## config.mk

```make
export PLATFORM = sky130hd
export DESIGN_NAME = radix4_mul_seq_flat
export DESIGN_NICKNAME = d
export VERILOG_FILES = /design/src/rtl/radix4_mul_seq_pkg.sv /design/src/rtl/radix4_mul_seq_if.sv /design/src/rtl/radix4_mul_seq_pp_select.sv /design/src/rtl/radix4_mul_seq.sv /design/src/flat_wrapper.sv
export SDC_FILE = /design/constraint.sdc
export NUM_CORES = 1
export LEC_CHECK = 0
export ABC_AREA = 1
export BUFFER_PORTS_ARGS = -buffer_cell sky130_fd_sc_hd__buf_2
export CORE_ASPECT_RATIO = 2
export CORE_MARGIN = 5
export CORE_UTILIZATION = 61
export CTS_CLUSTER_DIAMETER = 40
export DETAILED_ROUTE_END_ITERATION = 6
export GPL_ROUTABILITY_DRIVEN = 1
export PLACE_DENSITY = 0.93
export SLEW_MARGIN = 15
export SYNTH_ARGS = -nofsm -noshare
export SYNTH_HDL_FRONTEND = slang
export SYNTH_SLANG_ARGS = --single-unit
```

## constraint.sdc

```tcl
create_clock -name clk -period 3.4 [get_ports clk]
set_input_delay 0.68 -clock clk [delete_from_list [all_inputs] [get_ports clk]]
set_output_delay 0.68 -clock clk [all_outputs]
set_load 0.02 [all_outputs]
```

## src/rtl/radix4_mul_seq_pkg.sv

```systemverilog
// rtl/radix4_mul_seq_pkg.sv - shared FSM, radix and digit-select encodings for the radix-4 multiplier
package radix4_mul_seq_pkg;

  typedef enum logic [1:0] {
    IDLE = 2'b00,
    RUN  = 2'b01,
    DONE = 2'b10
  } state_t;

  localparam int RADIX_BITS = 2;

  localparam logic [RADIX_BITS-1:0] SEL_ZERO = 2'b00;
  localparam logic [RADIX_BITS-1:0] SEL_A    = 2'b01;
  localparam logic [RADIX_BITS-1:0] SEL_2A   = 2'b10;
  localparam logic [RADIX_BITS-1:0] SEL_3A   = 2'b11;

endpackage

```

## src/rtl/radix4_mul_seq_if.sv

```systemverilog
// rtl/radix4_mul_seq_if.sv - operand/product handshake bundle for the radix-4 multiplier
interface radix4_mul_seq_if #(parameter int WIDTH = 16);

  logic                 in_valid;
  logic                 in_ready;
  logic [WIDTH-1:0]     a;
  logic [WIDTH-1:0]     b;
  logic                 out_valid;
  logic                 out_ready;
  logic [2*WIDTH-1:0]   p;
  logic [1:0]           sel;

  modport master (
    output in_valid, a, b, out_ready,
    input  in_ready, out_valid, p, sel
  );

  modport slave (
    input  in_valid, a, b, out_ready,
    output in_ready, out_valid, p, sel
  );

endinterface

```

## src/rtl/radix4_mul_seq_pp_select.sv

```systemverilog
// rtl/radix4_mul_seq_pp_select.sv - combinational radix-4 partial-product mux (0, a, 2a, 3a)
module pp_select
  import radix4_mul_seq_pkg::*;
#(
  parameter int WIDTH = 16
) (
  input  logic [RADIX_BITS-1:0] sel,
  input  logic [WIDTH-1:0]      a,
  input  logic [WIDTH+1:0]      a3,
  output logic [WIDTH+1:0]      pp
);

  always_comb begin
    pp = '0;
    case (sel)
      SEL_ZERO: pp = '0;
      SEL_A:    pp = {2'b00, a};
      SEL_2A:   pp = {1'b0, a, 1'b0};
      SEL_3A:   pp = a3;
      default:  pp = '0;
    endcase
  end

endmodule

```

## src/rtl/radix4_mul_seq.sv

```systemverilog
// rtl/radix4_mul_seq.sv - sequential unsigned radix-4 multiplier, one 2-bit digit per RUN cycle
module radix4_mul_seq
  import radix4_mul_seq_pkg::*;
#(
  parameter int WIDTH = 16
) (
  input  logic            clk,
  input  logic            rst,
  radix4_mul_seq_if.slave bus
);

  localparam int DIGITS = WIDTH / RADIX_BITS;
  localparam int CNT_W  = (DIGITS > 1) ? $clog2(DIGITS) : 1;
  localparam logic [CNT_W-1:0] LAST_CNT = CNT_W'(DIGITS - 1);

  state_t               state;
  state_t               state_next;
  logic [WIDTH-1:0]     a_reg;
  logic [WIDTH+1:0]     a3_reg;
  logic [WIDTH-1:0]     b_shift;
  logic [2*WIDTH-1:0]   acc;
  logic [CNT_W-1:0]     count;

  logic [RADIX_BITS-1:0] sel_cur;
  logic [WIDTH+1:0]      pp;
  logic [2*WIDTH-1:0]    pp_ext;
  logic                  accept;
  logic                  step;

  pp_select #(.WIDTH(WIDTH)) u_pp_select (
    .sel (sel_cur),
    .a   (a_reg),
    .a3  (a3_reg),
    .pp  (pp)
  );

  always_ff @(posedge clk) begin
    if (rst) begin
      state <= IDLE;
    end else begin
      state <= state_next;
    end
  end

  always_comb begin
    state_next     = state;
    bus.in_ready   = 1'b0;
    bus.out_valid  = 1'b0;
    sel_cur        = SEL_ZERO;
    accept         = 1'b0;
    step           = 1'b0;
    case (state)
      IDLE: begin
        bus.in_ready = 1'b1;
        if (bus.in_valid) begin
          accept     = 1'b1;
          state_next = RUN;
        end
      end
      RUN: begin
        sel_cur = b_shift[RADIX_BITS-1:0];
        step    = 1'b1;
        if (count == LAST_CNT) begin
          state_next = DONE;
        end
      end
      DONE: begin
        bus.out_valid = 1'b1;
        if (bus.out_ready) begin
          state_next = IDLE;
        end
      end
      default: state_next = IDLE;
    endcase
  end

  // The top digit lands at bit 2*WIDTH-1 at most, so the 2*WIDTH accumulator never overflows.
  assign pp_ext = {{(WIDTH-2){1'b0}}, pp} << {count, 1'b0};

  always_ff @(posedge clk) begin
    if (rst) begin
      a_reg   <= '0;
      a3_reg  <= '0;
      b_shift <= '0;
      acc     <= '0;
      count   <= '0;
    end else if (accept) begin
      a_reg   <= bus.a;
      a3_reg  <= {2'b00, bus.a} + {1'b0, bus.a, 1'b0};
      b_shift <= bus.b;
      acc     <= '0;
      count   <= '0;
    end else if (step) begin
      acc     <= acc + pp_ext;
      b_shift <= b_shift >> RADIX_BITS;
      count   <= count + CNT_W'(1);
    end
  end

  assign bus.p   = acc;
  assign bus.sel = sel_cur;

endmodule
```

## src/flat_wrapper.sv

```systemverilog
// flat-port wrapper written by rule: the top's interface ports become plain ports
module radix4_mul_seq_flat import radix4_mul_seq_pkg::*;
#(
  parameter int WIDTH = 16
)
  (clk, rst, bus_in_valid, bus_a, bus_b, bus_out_ready, bus_in_ready, bus_out_valid, bus_p, bus_sel);
  radix4_mul_seq_if #(.WIDTH(WIDTH)) bus_i ();
  input  logic clk;
  input  logic rst;
  input wire logic [$bits(bus_i.in_valid)-1:0] bus_in_valid;
  input wire logic [$bits(bus_i.a)-1:0] bus_a;
  input wire logic [$bits(bus_i.b)-1:0] bus_b;
  input wire logic [$bits(bus_i.out_ready)-1:0] bus_out_ready;
  output wire logic [$bits(bus_i.in_ready)-1:0] bus_in_ready;
  output wire logic [$bits(bus_i.out_valid)-1:0] bus_out_valid;
  output wire logic [$bits(bus_i.p)-1:0] bus_p;
  output wire logic [$bits(bus_i.sel)-1:0] bus_sel;
  assign bus_i.in_valid = bus_in_valid;
  assign bus_i.a = bus_a;
  assign bus_i.b = bus_b;
  assign bus_i.out_ready = bus_out_ready;
  assign bus_in_ready = bus_i.in_ready;
  assign bus_out_valid = bus_i.out_valid;
  assign bus_p = bus_i.p;
  assign bus_sel = bus_i.sel;
  radix4_mul_seq #(.WIDTH(WIDTH)) u_core (.clk(clk), .rst(rst), .bus(bus_i));
endmodule
```

After elaboration in Yosys (flattened, before gate mapping)
Index checks and enable logic that the tools add are counted.

storage, ports and cells
  register bits after elaboration = 87
  input bits = 36
  output and inout bits = 36
  word-level logic and storage cells = 37

operators by class
  add/subtract/negate cells = 3
  equality and inequality tests = 9
  shift operators = 1
  multiplexer cells = 13
  reduce and logical (&&, ||, !) cells = 5

operators with widths
  kind                                                   number
  one-hot mux 18 bit (4 select lines)                    1
  adder 32 bit                                           1
  2-to-1 mux 16 bit                                      2
  << shifter 18 x 4 -> 32 bit                            1
  adder 16 x 17 -> 18 bit                                1
  2-to-1 mux 2 bit                                       4
  equality test 2 bit, second input constant             3
  one-hot mux 2 bit (3 select lines)                     1
  2-to-1 mux 1 bit                                       5
  equality test 2 x 1 -> 1 bit, second input constant    2
  zero test 2 bit                                        2
  inequality test 2 bit, second input constant           2
  adder 3 x 1 -> 3 bit, second input constant            1
  equality test 3 bit, second input constant             1
  AND reduction 3 bit                                    1
  inequality test 2 x 1 -> 1 bit, second input constant  1
  nonzero test 2 bit                                     1
  OR reduction 2 bit                                     1

Logic depth before layout (Yosys ltp)
  depth after elaboration = 6
  depth in mapped cells = 24
  mapped depth without buffers = 23

Modules after synthesis
A second synthesis with hierarchy kept.

second synthesis, totals
  cells, all modules = 1297
  area, all modules = 7727.4 µm²

by module, submodules not included
  module          instances  cells an instance  area an instance (µm²)  seq. area each (µm²)
  radix4_mul_seq  1          1215               7151.9                  1721.7
  pp_select       1          82                 575.6                   0.0

Worst setup path before layout
No wires, ideal clock.

  kind = register to register
  start = register u_core.state[1]
  end = register u_core.acc[20] (netlist: u_core.bus.p[20])
  setup time = 0.113 ns
  arrival = 2.474 ns
  data required time = 3.287 ns
  setup slack = 0.813 ns
  stages on the path, launching flop included = 22
  path buffers = 1
  period minus slack after synthesis = 2.587 ns
  cell sequence = dfxtp_1 -> inv_1 -> nand2_2 -> nor3_4 -> buf_6 -> nand2_1 -> o211ai_1 -> nand2_1 -> nand3_1 -> nand3_1 -> o21ai_1 -> ha_1 -> nand2_1 -> inv_1 -> a21oi_1 -> nand3_1 -> nand2_1 -> nand2_1 -> nand2_1 -> nand2_1 -> o21ai_1 -> inv_1

on the way
  cells in the longest elaborated chain, start to end = 6
  elaborated cells between the ends (all ways) = 13
  classes of those cells = add/sub (1); eq/ne (4); shift (1); mux (4); reduce/logical (3)

RTL lines
  item                                               RTL line                        source
  from (decl)                                        radix4_mul_seq.sv:16            state_t state;
  from (signal assigned)                             radix4_mul_seq.sv:41            state <= state_next;
  equality test 2 x 1 -> 1 bit                       radix4_mul_seq.sv:52            case (state)
  2-to-1 mux 2 bit                                   radix4_mul_seq.sv:52
  equality test 2 bit, or another cell as far along  radix4_mul_seq_pp_select.sv:15  case (sel)
  one-hot mux 18 bit (4 select lines)                radix4_mul_seq_pp_select.sv:15
  << shifter 18 x 4 -> 32 bit                        radix4_mul_seq.sv:78            assign pp_ext = {{(WIDTH-2){1'b0}}, pp} << {count, 1'b0};
  adder 32 bit                                       radix4_mul_seq.sv:94            acc <= acc + pp_ext;
  to (signal assigned)                               radix4_mul_seq.sv:94
  to (decl)                                          radix4_mul_seq.sv:21            logic [2*WIDTH-1:0] acc;

Several ways; a longest one is shown, not always the timed one.
A chain may end at the register's enable or synchronous reset.

Final worst setup path
  start = register u_core.state[0]
  end = register u_core.acc[19] (netlist: u_core.bus.p[19])

The elaborated chain is that of the path after synthesis.

==> results by group <==
Route
  • Wire per inst: 13.9 um
  • Vias per std cell: 5.47
  • DRC Markers: 0
  • Routed WL: 20900 um
  • DRT iter0 DRCs: 435
  • Final ANT Viol Nets: 0
  • Drt first pass iters: 5
  • Via Count: 8199

Placement
  • Final Wtd Congestion: 1.04
  • Final HPWL DP: 16500 um
  • I/O Buffers: 71
  • Placed insts: 1481

Die
  • Core ar.: 11800 um^2
  • Io pins: 72
  • Die area: 14500 um^2
  • Die H: 165 um
  • Initial Util: 62.4%
  • Row count: 56
  • Die width: 87.6 um

Synthesis
  • Synthesis-stage register bit count: 86
  • Syn avg cell area: 5.66 um^2
  • Cell type with the highest aggregate area in the netlist: dfxtp_1
  • Syn_nets: 1387
  • Netlist Area Pre-Place: 7350 um^2
  • Number of flops mapped to enable cells by yosys: 0
  • Post-synth ARST share: 0%
  • Mapped Cells: 1299
  • Synth unique cells: 35
  • Top_reg_cell synth: dfxtp_1
  • Synth Warn #: 0
  • Dominant cells by area after synthesis: dfxtp_1, nand2_1, nor2_1
  • Post-synth top area share: 23.4%
  • Sequential-to-total area share from yosys stat: 23.4%

Cells and area
  • Share of layout cells above drive strength 1: 8.57%
  • Max reg flops: 32
  • Fillers: 1081
  • Final non-filler cell total: 1499
  • Layout area overhead: 10.3%
  • # diodes: 0
  • Fin nets: 1437

Power
  • Leak pwr: 4.53 nW
  • Tot Pwr: 2.84 mW
  • Pwr Density: 350 nW/um^2
  • Max VDD drop: 257 uV

STA
  • Final period util: 94.4%
  • Slew headroom: 55.1%
  • Final Hold Fails: 0
  • Final Setup Violations: 0
  • Clock skew: 0.0105 ns
  • Slew Limit Fails: 0
  • Final setup TNS: 0 ns
  • Least-Margin Pin Slew: 0.674 ns
  • Min cycle time layout: 3.21 ns
  • Hold WS: 0.464 ns
  • Fmax: 0.311 GHz

Status
  • Outcome: finished, final reports clean

GRT
  • First-pass GRT wire length: 34100 um
  • Global route overflow: 0
  • Initial antenna violation count: 0
  • Tot GR Track Use: 29.4%
  • Largest net degree at the start of global routing: 67
  • Vias in the first global route: 7798

CTS
  • Clock buffer depth: 2
  • Post-CTS Hold Fix Bufs: 0
  • H-tree levels: 3
  • Worst-path clk slew: 0.07 ns
  • Total CTS buffers: 9
  • CTS root buffer: clkbuf_16
  • Worst-Skew Late Latency: 0.35 ns
  • CTS sink cnt: 86
  • CTS tree: built

Hold path
  • Min-Delay Startpoint: u_core.b_shift[15]
  • Worst Hold Class: flip-flop to flip-flop

Worst setup path
  • Arrival @ worst endpoint: 3.46 ns
  • CP startpoint kind: flip-flop
  • Setup crit start: u_core.state[0]
  • Worst Path Required: 3.65 ns
  • Reg2Reg Launch Point: u_core.state[0]
  • CP Capture Type: flip-flop
  • Crit path max fanout: 15
  • WS Path Type: flip-flop to flip-flop

Job
  • Max-cap violations: 0
## per-layer routing
layer  vias to the layer above  GRT usage [%]  routed length (um)
li1                       4170              -                   -
met1                      3629           28.0                7360
met2                       287           56.3               11100
met3                       113           3.53                 872
met4                         0           19.7                1520
met5                         -              0                   0
## where the power goes
group          leakage (nW)  total, mW  switching [mW]  internal, mW
combinational          3.68      0.686           0.452         0.234
clock                 0.138      0.979           0.452         0.527
sequential            0.707       1.17          0.0740          1.10
total                  4.53       2.84           0.979          1.86
## critical path, stage by stage, from the launching register on
cell,delay [ns]
dfxtp_1,0.44
inv_2,0.07
nor2_4,0.10
nand2_2,0.09
nor2_4,0.13
buf_12,0.14
nand2_1,0.06
nand3_1,0.09
nand2_1,0.08
nand3_1,0.09
o21ai_1,0.12
nor2_2,0.17
ha_1,0.29
nand2_1,0.13
inv_1,0.09
a21oi_1,0.14
nand2_1,0.14
nand2_1,0.09
nand2_1,0.15
nand2_1,0.12
nand2_1,0.06
nand2_1,0.06
nand3_1,0.10
nand2_1,0.10
inv_1,0.04
## cell usage after synthesis, types with 4 or more instances
cell	instances
a31oi_1	18
inv_1	184
buf_1	11
inv_2	5
nand2_1	438
nor2_1	185
nand3_1	102
o21ai_1	24
clkbuf_1	21
o21ai_0	48
ha_1	50
a21oi_1	50
buf_2	9
xor2_1	20
nand4_1	8
dfxtp_1	86
o21bai_1	4
nor3_1	7
nand3b_1	4
## area by class of cell
class / count / area (um^2) / share of cell area, %
sequential: 86 / 1720 / 21.3
timing repair buffer: 82 / 463 / 5.71
inverter: 189 / 714 / 8.81
tap: 145 / 181 / 2.24
multi-input combinational: 981 / 4730 / 58.4
clock inverter: 6 / 52.6 / 0.648
clock buffer: 10 / 239 / 2.95
## kinds of logic (layout without fill, tap and decap cells)
kind of cell / count (synthesis) / after routing / synth area share (%)
AO/OA/AOI/OAI: 150 / 150 / 10.9
AND/OR/NAND/NOR: 757 / 757 / 41.8
adder cells (fa/ha/maj): 52 / 52 / 9.06
XOR/XNOR: 22 / 22 / 2.62
buffers and inverters: 232 / 287 / 12.2
flip-flops: 86 / 86 / 23.4
## placed cells by master (no fill, tap or decap), drive strengths merged, types with 10 or more instances in the layout
master  synthesis  layout
clkbuf         21      10
nand2         440     440
xor2           20      20
nor2          188     188
dfxtp          86      86
nand3         102     102
ha             50      50
a31oi          18      18
buf            22      82
o21ai          72      72
a21oi          50      50
inv           189     191
## worst paths after layout
kind,end,slack (ns),cells after the start
min,u_core.b_shift[15],0.46,2
max reg2reg,u_core.bus.p[19],0.19,24
min reg2reg,u_core.b_shift[15],0.46,2
max,u_core.bus.p[19],0.19,24
## metrics by stage
stage | setup slack (ns) | util (%) | cell area, um^2
floorplan | 0.813 | - | 7350
global placement | 0.197 | 66.0 | 7760
detailed placement | 0.0981 | 66.0 | 7760
CTS | 0.0652 | 68.4 | 8060
global route | -0.000316 | 68.9 | 8110
finish | 0.189 | 68.9 | 8110
## repair_timing
action,4_1_cts,5_1_grt
setup endpoints to repair,0,23
setup buffers,0,2
gates resized for setup,0,6
Power figures use the tool's default switching activity.
